===== src/rtl/asteroid_manager.sv =====
// Asteroid slot manager: spawns waves, retires hit asteroids and splits them
// into two smaller children, broadcasting start parameters to the slot units.
module asteroid_manager #(
  parameter int unsigned NUM_AST = 8,
  parameter int unsigned WIDTH   = 640,
  parameter int unsigned HEIGHT  = 480
) (
  input  logic                       clk,
  input  logic                       resetN,
  input  logic                       game_continue,
  input  logic                       start_level,
  input  logic [3:0]                 level_count,
  input  logic [31:0]                rand_val,
  input  logic                       hit_valid,
  input  logic [$clog2(NUM_AST)-1:0] hit_idx,
  input  logic [$clog2(WIDTH)-1:0]   hit_x,
  input  logic [$clog2(HEIGHT)-1:0]  hit_y,
  output logic                       hit_ready,
  output logic [NUM_AST-1:0]         new_asteroid,
  output logic [NUM_AST-1:0]         asteroid_hit,
  output logic [NUM_AST-1:0][1:0]    ast_type,
  output logic [$clog2(WIDTH)-1:0]   x_init,
  output logic [$clog2(HEIGHT)-1:0]  y_init,
  output logic [9:0]                 phase_n,
  output logic [3:0]                 phase_inc_n,
  output logic [NUM_AST-1:0]         active,
  output logic                       score_valid,
  output logic [1:0]                 score_type,
  output logic                       field_clear,
  output logic                       busy
);

  localparam int unsigned IW = $clog2(NUM_AST);
  localparam int unsigned XW = $clog2(WIDTH);
  localparam int unsigned YW = $clog2(HEIGHT);

  // Asteroid size encoding; SMALL is zero so reset leaves every slot SMALL.
  localparam logic [1:0] AST_SMALL = 2'd0;
  localparam logic [1:0] AST_MED   = 2'd1;
  localparam logic [1:0] AST_LARGE = 2'd2;

  localparam logic [2:0] StIdle   = 3'd0;
  localparam logic [2:0] StSpawn  = 3'd1;
  localparam logic [2:0] StKill   = 3'd2;
  localparam logic [2:0] StSplitA = 3'd3;
  localparam logic [2:0] StSplitB = 3'd4;

  logic [2:0]               state_q, state_d;
  logic [3:0]               spawn_cnt_q, spawn_cnt_d;
  logic [NUM_AST-1:0]       active_q, active_d;
  logic [NUM_AST-1:0][1:0]  ast_type_q, ast_type_d;
  logic [NUM_AST-1:0]       new_ast_q, new_ast_d;
  logic [NUM_AST-1:0]       ast_hit_q, ast_hit_d;
  logic [XW-1:0]            x_init_q, x_init_d;
  logic [YW-1:0]            y_init_q, y_init_d;
  logic [9:0]               phase_q, phase_d;
  logic [3:0]               phase_inc_q, phase_inc_d;
  logic                     score_valid_q, score_valid_d;
  logic [1:0]               score_type_q, score_type_d;
  logic                     field_clear_q, field_clear_d;
  logic                     busy_q, busy_d;
  logic [XW-1:0]            hit_x_q, hit_x_d;
  logic [YW-1:0]            hit_y_q, hit_y_d;
  logic [1:0]               hit_type_q, hit_type_d;
  logic [9:0]               split_phase_q, split_phase_d;

  logic                     free_found;
  logic [IW-1:0]            free_idx;
  logic [NUM_AST-1:0]       free_oh;
  logic [9:0]               rand_x;
  logic [9:0]               spawn_x;
  logic [9:0]               rand_phase;
  logic [3:0]               rand_inc;

  logic                     alloc_req;
  logic [1:0]               alloc_type;
  logic [XW-1:0]            alloc_x;
  logic [YW-1:0]            alloc_y;
  logic [9:0]               alloc_phase;

  logic                     unused_rand;
  assign unused_rand = ^{rand_val[31:26], rand_val[15:14]};

  assign rand_x     = rand_val[25:16];
  assign spawn_x    = (32'(rand_x) >= WIDTH) ? rand_x - 10'(WIDTH) : rand_x;
  assign rand_phase = rand_val[9:0];
  // Odd spin rate so an asteroid never sits still.
  assign rand_inc   = rand_val[13:10] | 4'd1;

  // Handshake ready is a live qualifier of the request inputs, so start_level
  // blocks a same-cycle hit.
  assign hit_ready = (state_q == StIdle) && game_continue && !start_level;

  // Lowest-index free slot.
  always_comb begin
    free_found = 1'b0;
    free_idx   = '0;
    free_oh    = '0;
    for (int i = NUM_AST - 1; i >= 0; i--) begin
      if (!active_q[i]) begin
        free_found = 1'b1;
        free_idx   = IW'(i);
      end
    end
    if (free_found) begin
      free_oh[free_idx] = 1'b1;
    end
  end

  // FSM next state; each transition loads the outputs belonging to the state entered.
  always_comb begin
    state_d       = state_q;
    spawn_cnt_d   = spawn_cnt_q;
    active_d      = active_q;
    ast_type_d    = ast_type_q;
    x_init_d      = x_init_q;
    y_init_d      = y_init_q;
    phase_d       = phase_q;
    phase_inc_d   = phase_inc_q;
    score_type_d  = score_type_q;
    hit_x_d       = hit_x_q;
    hit_y_d       = hit_y_q;
    hit_type_d    = hit_type_q;
    split_phase_d = split_phase_q;
    new_ast_d     = '0;
    ast_hit_d     = '0;
    score_valid_d = 1'b0;
    field_clear_d = 1'b0;
    alloc_req     = 1'b0;
    alloc_type    = AST_LARGE;
    alloc_x       = XW'(spawn_x);
    alloc_y       = '0;
    alloc_phase   = rand_phase;

    if (game_continue) begin
      case (state_q)
        StIdle: begin
          if (start_level) begin
            if (level_count != 4'd0 && free_found) begin
              alloc_req   = 1'b1;
              spawn_cnt_d = level_count - 4'd1;
              state_d     = StSpawn;
            end
          end else if (hit_valid && active_q[hit_idx]) begin
            ast_hit_d[hit_idx] = 1'b1;
            active_d[hit_idx]  = 1'b0;
            score_valid_d      = 1'b1;
            score_type_d       = ast_type_q[hit_idx];
            hit_type_d         = ast_type_q[hit_idx];
            hit_x_d            = hit_x;
            hit_y_d            = hit_y;
            state_d            = StKill;
          end
          // A hit on an empty slot is consumed without effect.
        end
        StSpawn: begin
          if (spawn_cnt_q != 4'd0 && free_found) begin
            alloc_req   = 1'b1;
            spawn_cnt_d = spawn_cnt_q - 4'd1;
          end else begin
            spawn_cnt_d = 4'd0;
            state_d     = StIdle;
          end
        end
        StKill: begin
          if (hit_type_q == AST_SMALL) begin
            field_clear_d = (active_q == '0);
            state_d       = StIdle;
          end else begin
            // The killed slot is already free here, so child A may reuse it.
            alloc_req     = 1'b1;
            alloc_type    = (hit_type_q == AST_LARGE) ? AST_MED : AST_SMALL;
            alloc_x       = hit_x_q;
            alloc_y       = hit_y_q;
            split_phase_d = rand_phase;
            state_d       = StSplitA;
          end
        end
        StSplitA: begin
          // Second child flies off in the opposite direction.
          alloc_req   = 1'b1;
          alloc_type  = (hit_type_q == AST_LARGE) ? AST_MED : AST_SMALL;
          alloc_x     = hit_x_q;
          alloc_y     = hit_y_q;
          alloc_phase = split_phase_q + 10'd512;
          state_d     = StSplitB;
        end
        StSplitB: begin
          state_d = StIdle;
        end
        default: begin
          state_d = StIdle;
        end
      endcase

      if (alloc_req && free_found) begin
        new_ast_d            = free_oh;
        active_d             = active_d | free_oh;
        ast_type_d[free_idx] = alloc_type;
        x_init_d             = alloc_x;
        y_init_d             = alloc_y;
        phase_d              = alloc_phase;
        phase_inc_d          = rand_inc;
      end
    end

    busy_d = (state_d != StIdle);
  end

  // State and output registers.
  always_ff @(posedge clk or negedge resetN) begin
    if (!resetN) begin
      state_q       <= StIdle;
      spawn_cnt_q   <= '0;
      active_q      <= '0;
      ast_type_q    <= '0;
      new_ast_q     <= '0;
      ast_hit_q     <= '0;
      x_init_q      <= '0;
      y_init_q      <= '0;
      phase_q       <= '0;
      phase_inc_q   <= '0;
      score_valid_q <= 1'b0;
      score_type_q  <= AST_SMALL;
      field_clear_q <= 1'b0;
      busy_q        <= 1'b0;
      hit_x_q       <= '0;
      hit_y_q       <= '0;
      hit_type_q    <= AST_SMALL;
      split_phase_q <= '0;
    end else begin
      state_q       <= state_d;
      spawn_cnt_q   <= spawn_cnt_d;
      active_q      <= active_d;
      ast_type_q    <= ast_type_d;
      new_ast_q     <= new_ast_d;
      ast_hit_q     <= ast_hit_d;
      x_init_q      <= x_init_d;
      y_init_q      <= y_init_d;
      phase_q       <= phase_d;
      phase_inc_q   <= phase_inc_d;
      score_valid_q <= score_valid_d;
      score_type_q  <= score_type_d;
      field_clear_q <= field_clear_d;
      busy_q        <= busy_d;
      hit_x_q       <= hit_x_d;
      hit_y_q       <= hit_y_d;
      hit_type_q    <= hit_type_d;
      split_phase_q <= split_phase_d;
    end
  end

  assign new_asteroid = new_ast_q;
  assign asteroid_hit = ast_hit_q;
  assign ast_type     = ast_type_q;
  assign x_init       = x_init_q;
  assign y_init       = y_init_q;
  assign phase_n      = phase_q;
  assign phase_inc_n  = phase_inc_q;
  assign active       = active_q;
  assign score_valid  = score_valid_q;
  assign score_type   = score_type_q;
  assign field_clear  = field_clear_q;
  assign busy         = busy_q;

endmodule


===== config.mk =====
export PLATFORM = sky130hd
export DESIGN_NAME = asteroid_manager
export DESIGN_NICKNAME = d
export VERILOG_FILES = /design/src/rtl/asteroid_manager.sv
export SDC_FILE = /design/constraint.sdc
export NUM_CORES = 1
export LEC_CHECK = 0
export ABC_AREA = 1
export ABC_CLOCK_PERIOD_IN_PS = 1500
export CAP_MARGIN = 20
export CORE_AREA = 2 2 149 93
export CTS_CLUSTER_DIAMETER = 100
export DETAILED_ROUTE_END_ITERATION = 7
export DIE_AREA = 0 0 151 95
export PLACE_DENSITY = 0.77
export SYNTH_ARGS = -nofsm -noshare
export SYNTH_HDL_FRONTEND = slang
export SYNTH_SLANG_ARGS = --single-unit

===== constraint.sdc =====
create_clock -name clk -period 1.5 [get_ports clk]
set_input_delay 0.3 -clock clk [delete_from_list [all_inputs] [get_ports clk]]
set_output_delay 0.3 -clock clk [all_outputs]
set_load 0.05 [all_outputs]

==> key figures, run 1 <==
Pwr
  • PD cells: 2158 nW/µm²
  • Cell leakage power: 4.911 nW
  • Net Switching: between 9 and 10 mW
  • Max VDD drop: 0.001561 V
  • Total Power: approximately 21 mW
  • Clock share of power: between 10% and 20%
  • Internal Pwr Total: 12.17 mW
  • Logic gate share of total power: 56.2%
  • Net Sw Frac: a little over two fifths
  • Seq pwr share: between 20% and 30%

Global route
  • Antenna violations before repair: 0
  • First-pass GRT wire length: approximately 27000 µm
  • All-Layer GR Usage: 24.70%
  • GRT overflow: 0
  • Pin count of the biggest net entering global routing: 36
  • Vias in the first global route: between 5000 and 6000

Worst setup path
  • Worst reg2reg path endpoint: phase_n[6]
  • R2r startpoint: state_q[0]
  • Crit path from: state_q[0]
  • Startpoint Class: flip-flop
  • Reg2Reg Depth: 12
  • Critical path capture point type: flip-flop
  • WP data required: approximately 1.8 ns
  • R2r setup slk: -0.45 ns
  • CP max FO: 7
  • Setup CP Type: flip-flop to flip-flop
  • Worst endpoint data arrival time: 2.25 ns

Floorplanning
  • Starting Density: 40.51%
  • Die Ht: between 90 and 100 µm
  • Row count: 33
  • Core Box Area: 13130 µm²
  • DIE AREA: about 14000 µm²
  • I/O pin cnt: ~140
  • Die Span X: 151 µm

STA
  • Worst slew pin tran: 0.4090 ns
  • PnR worst setup slack: -0.4523 ns
  • Pins Over Slew Limit: 0
  • Fin crit share: 130.2%
  • Layout Skew: 0.01005 ns
  • Fin crit period: just under 2 ns
  • Setup_tns: -28.77 ns
  • Setup Viol. Count Final: 113
  • RSZ-0062 raised after global routing: yes
  • Fmax: approximately 0.51 GHz
  • Slew headroom: between 70% and 80%
  • Final hold vios: 0

Placement
  • GPL Wtd Cong: around 0.86
  • Post-DP HPWL: 11370 µm
  • Area after DPL: about 8300 µm²
  • DP Worst Slack: -0.6552 ns
  • Port Buf Inserts: between 100 and 150

Cells and area
  • Synth-to-layout area growth: 85.86%
  • Fill cells: a little under 800
  • Fin util: 75.29%
  • Ant diodes: 0
  • Final instance area: around 10000 µm²
  • Fin nets: a little under 1000
  • Layout cells sized above 1: approximately two fifths

Drt
  • Vias: 5600
  • ANT nets after route: 0
  • WL per Instance: 17.75 µm
  • Vias per cell: about 5.1
  • Drt drc: 0
  • DRT iter0 DRCs: 420
  • Detailed Route WL: just under 20000 µm
  • Drt pass-1 iters: 5

Clock network
  • Clock buffer depth: 2
  • CTS tree: yes
  • Root Buffer: clkbuf_16
  • CTS sink cnt: 114
  • Worst skew pair latency: between 0.4 and 0.5 ns
  • Num CTS Buffers: 17
  • CTS HTree Levels: 4
  • Reg clk slew, reported paths: ~0.060 ns

Yosys
  • Ys flop type: dfrtp_1
  • Post-synth top area share: a little over half
  • Post-synth ARST share: 100.0%
  • Post-synth EDFFs: 0
  • Count leader, synth: nand2_1
  • Sequential area share after synthesis: between 50% and 60%
  • Distinct cells, synth: 35
  • Synthesized area: about 5300 µm²
  • Main area contributors after synthesis: dfrtp_1 (54%), nand2_1 (20%), o21ai_0 (5.5%)
  • Syn nets: 728
  • Most instantiated cells after synthesis: nand2_1 (290), dfrtp_1 (114), o21ai_0 (58)
  • Synthesized area per cell: between 8 and 9 µm²
  • Synthesis Warnings: 0
  • Mapped Cells: between 600 and 700
  • Seq cells post-synth: 114
  • Dominant cell type by area after synthesis: dfrtp_1

Worst hold path
  • Hold Path Class: input port to async pin

Flow run
  • Max Cap Viol: 0

Run status
  • Violated checks: negative setup slack
  • Status: complete, but fails checks
## kinds of logic (layout without fill, tap and decap cells)
logic type	count (synthesis)	count (layout)	share of synthesized area [%]
and+or+nand+nor	391	391	30.93
adders and majority gates	3	3	0.7058
DFF	114	114	53.63
AOI/OAI and AO/OA	68	68	6.540
muxes	1	1	0.2117
buffers and inverters	82	344	7.480
xor gates and xnor gates	3	3	0.4941
## how the worst max path moves through the flow
stage	slack, ns	to	cells after the start
after floorplan	-0.14	phase_inc_n[1]	11
after global placement	-0.58	y_init[0]	12
after detailed placement	-0.66	hit_y_q[6]	13
after CTS	-0.39	hit_ready	6
after global routing	-0.56	phase_n[6]	11
final	-0.45	phase_n[6]	12
## layer usage
layer  up-vias  GRT usage (%)  share of wire, %
li1       2565              -                 -
met1      2722          32.97                43
met4         0          4.907               2.5
met3        52          8.841               8.1
met2       261          39.20                47
met5         -              0                 0
## layout by cell type, fill, tap and decap left out, types with 7 or more instances in the layout
master / Yosys / final
clkbuf_16: 0 / 20
nand2_1: 290 / 236
nand2_2: 22 / 60
dfrtp_2: 0 / 10
nand3_1: 22 / 17
nand2_4: 1 / 15
o21ai_2: 0 / 19
inv_1: 52 / 47
nor2_4: 5 / 14
buf_12: 2 / 91
inv_2: 6 / 8
nor2_2: 3 / 10
nor2_1: 34 / 18
inv_6: 0 / 7
clkdlybuf4s50_1: 0 / 51
buf_6: 4 / 27
buf_4: 1 / 72
o21ai_1: 0 / 18
o21ai_0: 58 / 20
dfrtp_1: 114 / 104
## sequential cells by signal, summed over array words and instances, names as in the netlist
signal,cells
field_clear,1
hit_type_q,2
new_asteroid,8
x_init,10
busy,1
hit_x_q,10
phase_inc_n,4
spawn_cnt_q,4
split_phase_q,10
asteroid_hit,8
phase_n,10
y_init,9
active,8
ast_type,16
state_q,3
score_valid,1
hit_y_q,9
## stage by stage
stage               hold slack [ns]  std cells
detailed placement           0.2512       1028
CTS                          0.3491       1078
finish                       0.3548       1099
global placement             0.2489       1028
global route                 0.3921       1099
floorplan                  0.004409        662
## power by group through the flow
| stage | Sequential, mW | Combinational [mW] | Clock, mW |
|---|---|---|---|
| global route | 5.29 | 12.6 | 4.32 |
| global placement | 5.07 | 9.69 | 0 |
| detailed placement | 5.12 | 9.87 | 0 |
| floorplan | 7.01 | 2.93 | 0 |
| finish | 5.20 | 12.0 | 4.14 |
| CTS | 5.11 | 10.7 | 4.16 |
## what timing repair did
action / CTS / global route
hold buffers: 1 / 0
setup buffers: 12 / 22
resized for setup: 46 / 171
setup endpoints to repair: 101 / 115
endpoints found under the hold margin: 22 / 0
cloned: 5 / 6
pin swaps: 7 / 46
## cell type report
cell class | count | area, µm² | share of cell area [%]
timing repair buffer | 252 | 3416 | 34.55
inverter | 60 | 255.2 | 2.582
clock buffer | 17 | 425.4 | 4.303
sequential | 114 | 2865 | 28.98
clock inverter | 15 | 168.9 | 1.709
tap | 175 | 219.0 | 2.215
multi-input combinational | 466 | 2536 | 25.65
## critical path, stage by stage (launching register included)
cell,delay [ns]
dfrtp_1,0.40
nor2_2,0.17
buf_6,0.13
nand3_1,0.08
nor2_2,0.16
nand2_2,0.10
nand3_4,0.12
nand2_8,0.11
buf_6,0.15
buf_12,0.12
buf_16,0.13
nand2_1,0.07
nand2_1,0.07
Note: power is estimated with default switching activity, not from simulation.
==> run 2: changes to the inputs <==
--- a/config.mk
+++ b/config.mk
@@ -13,6 +13,7 @@
 export DETAILED_ROUTE_END_ITERATION = 7
 export DIE_AREA = 0 0 151 95
 export PLACE_DENSITY = 0.77
+export SLEW_MARGIN = 10
 export SYNTH_ARGS = -nofsm -noshare
 export SYNTH_HDL_FRONTEND = slang
 export SYNTH_SLANG_ARGS = --single-unit
==> results of run 2 <==
Final layout, timing and power as in run 1 (identical DEF).
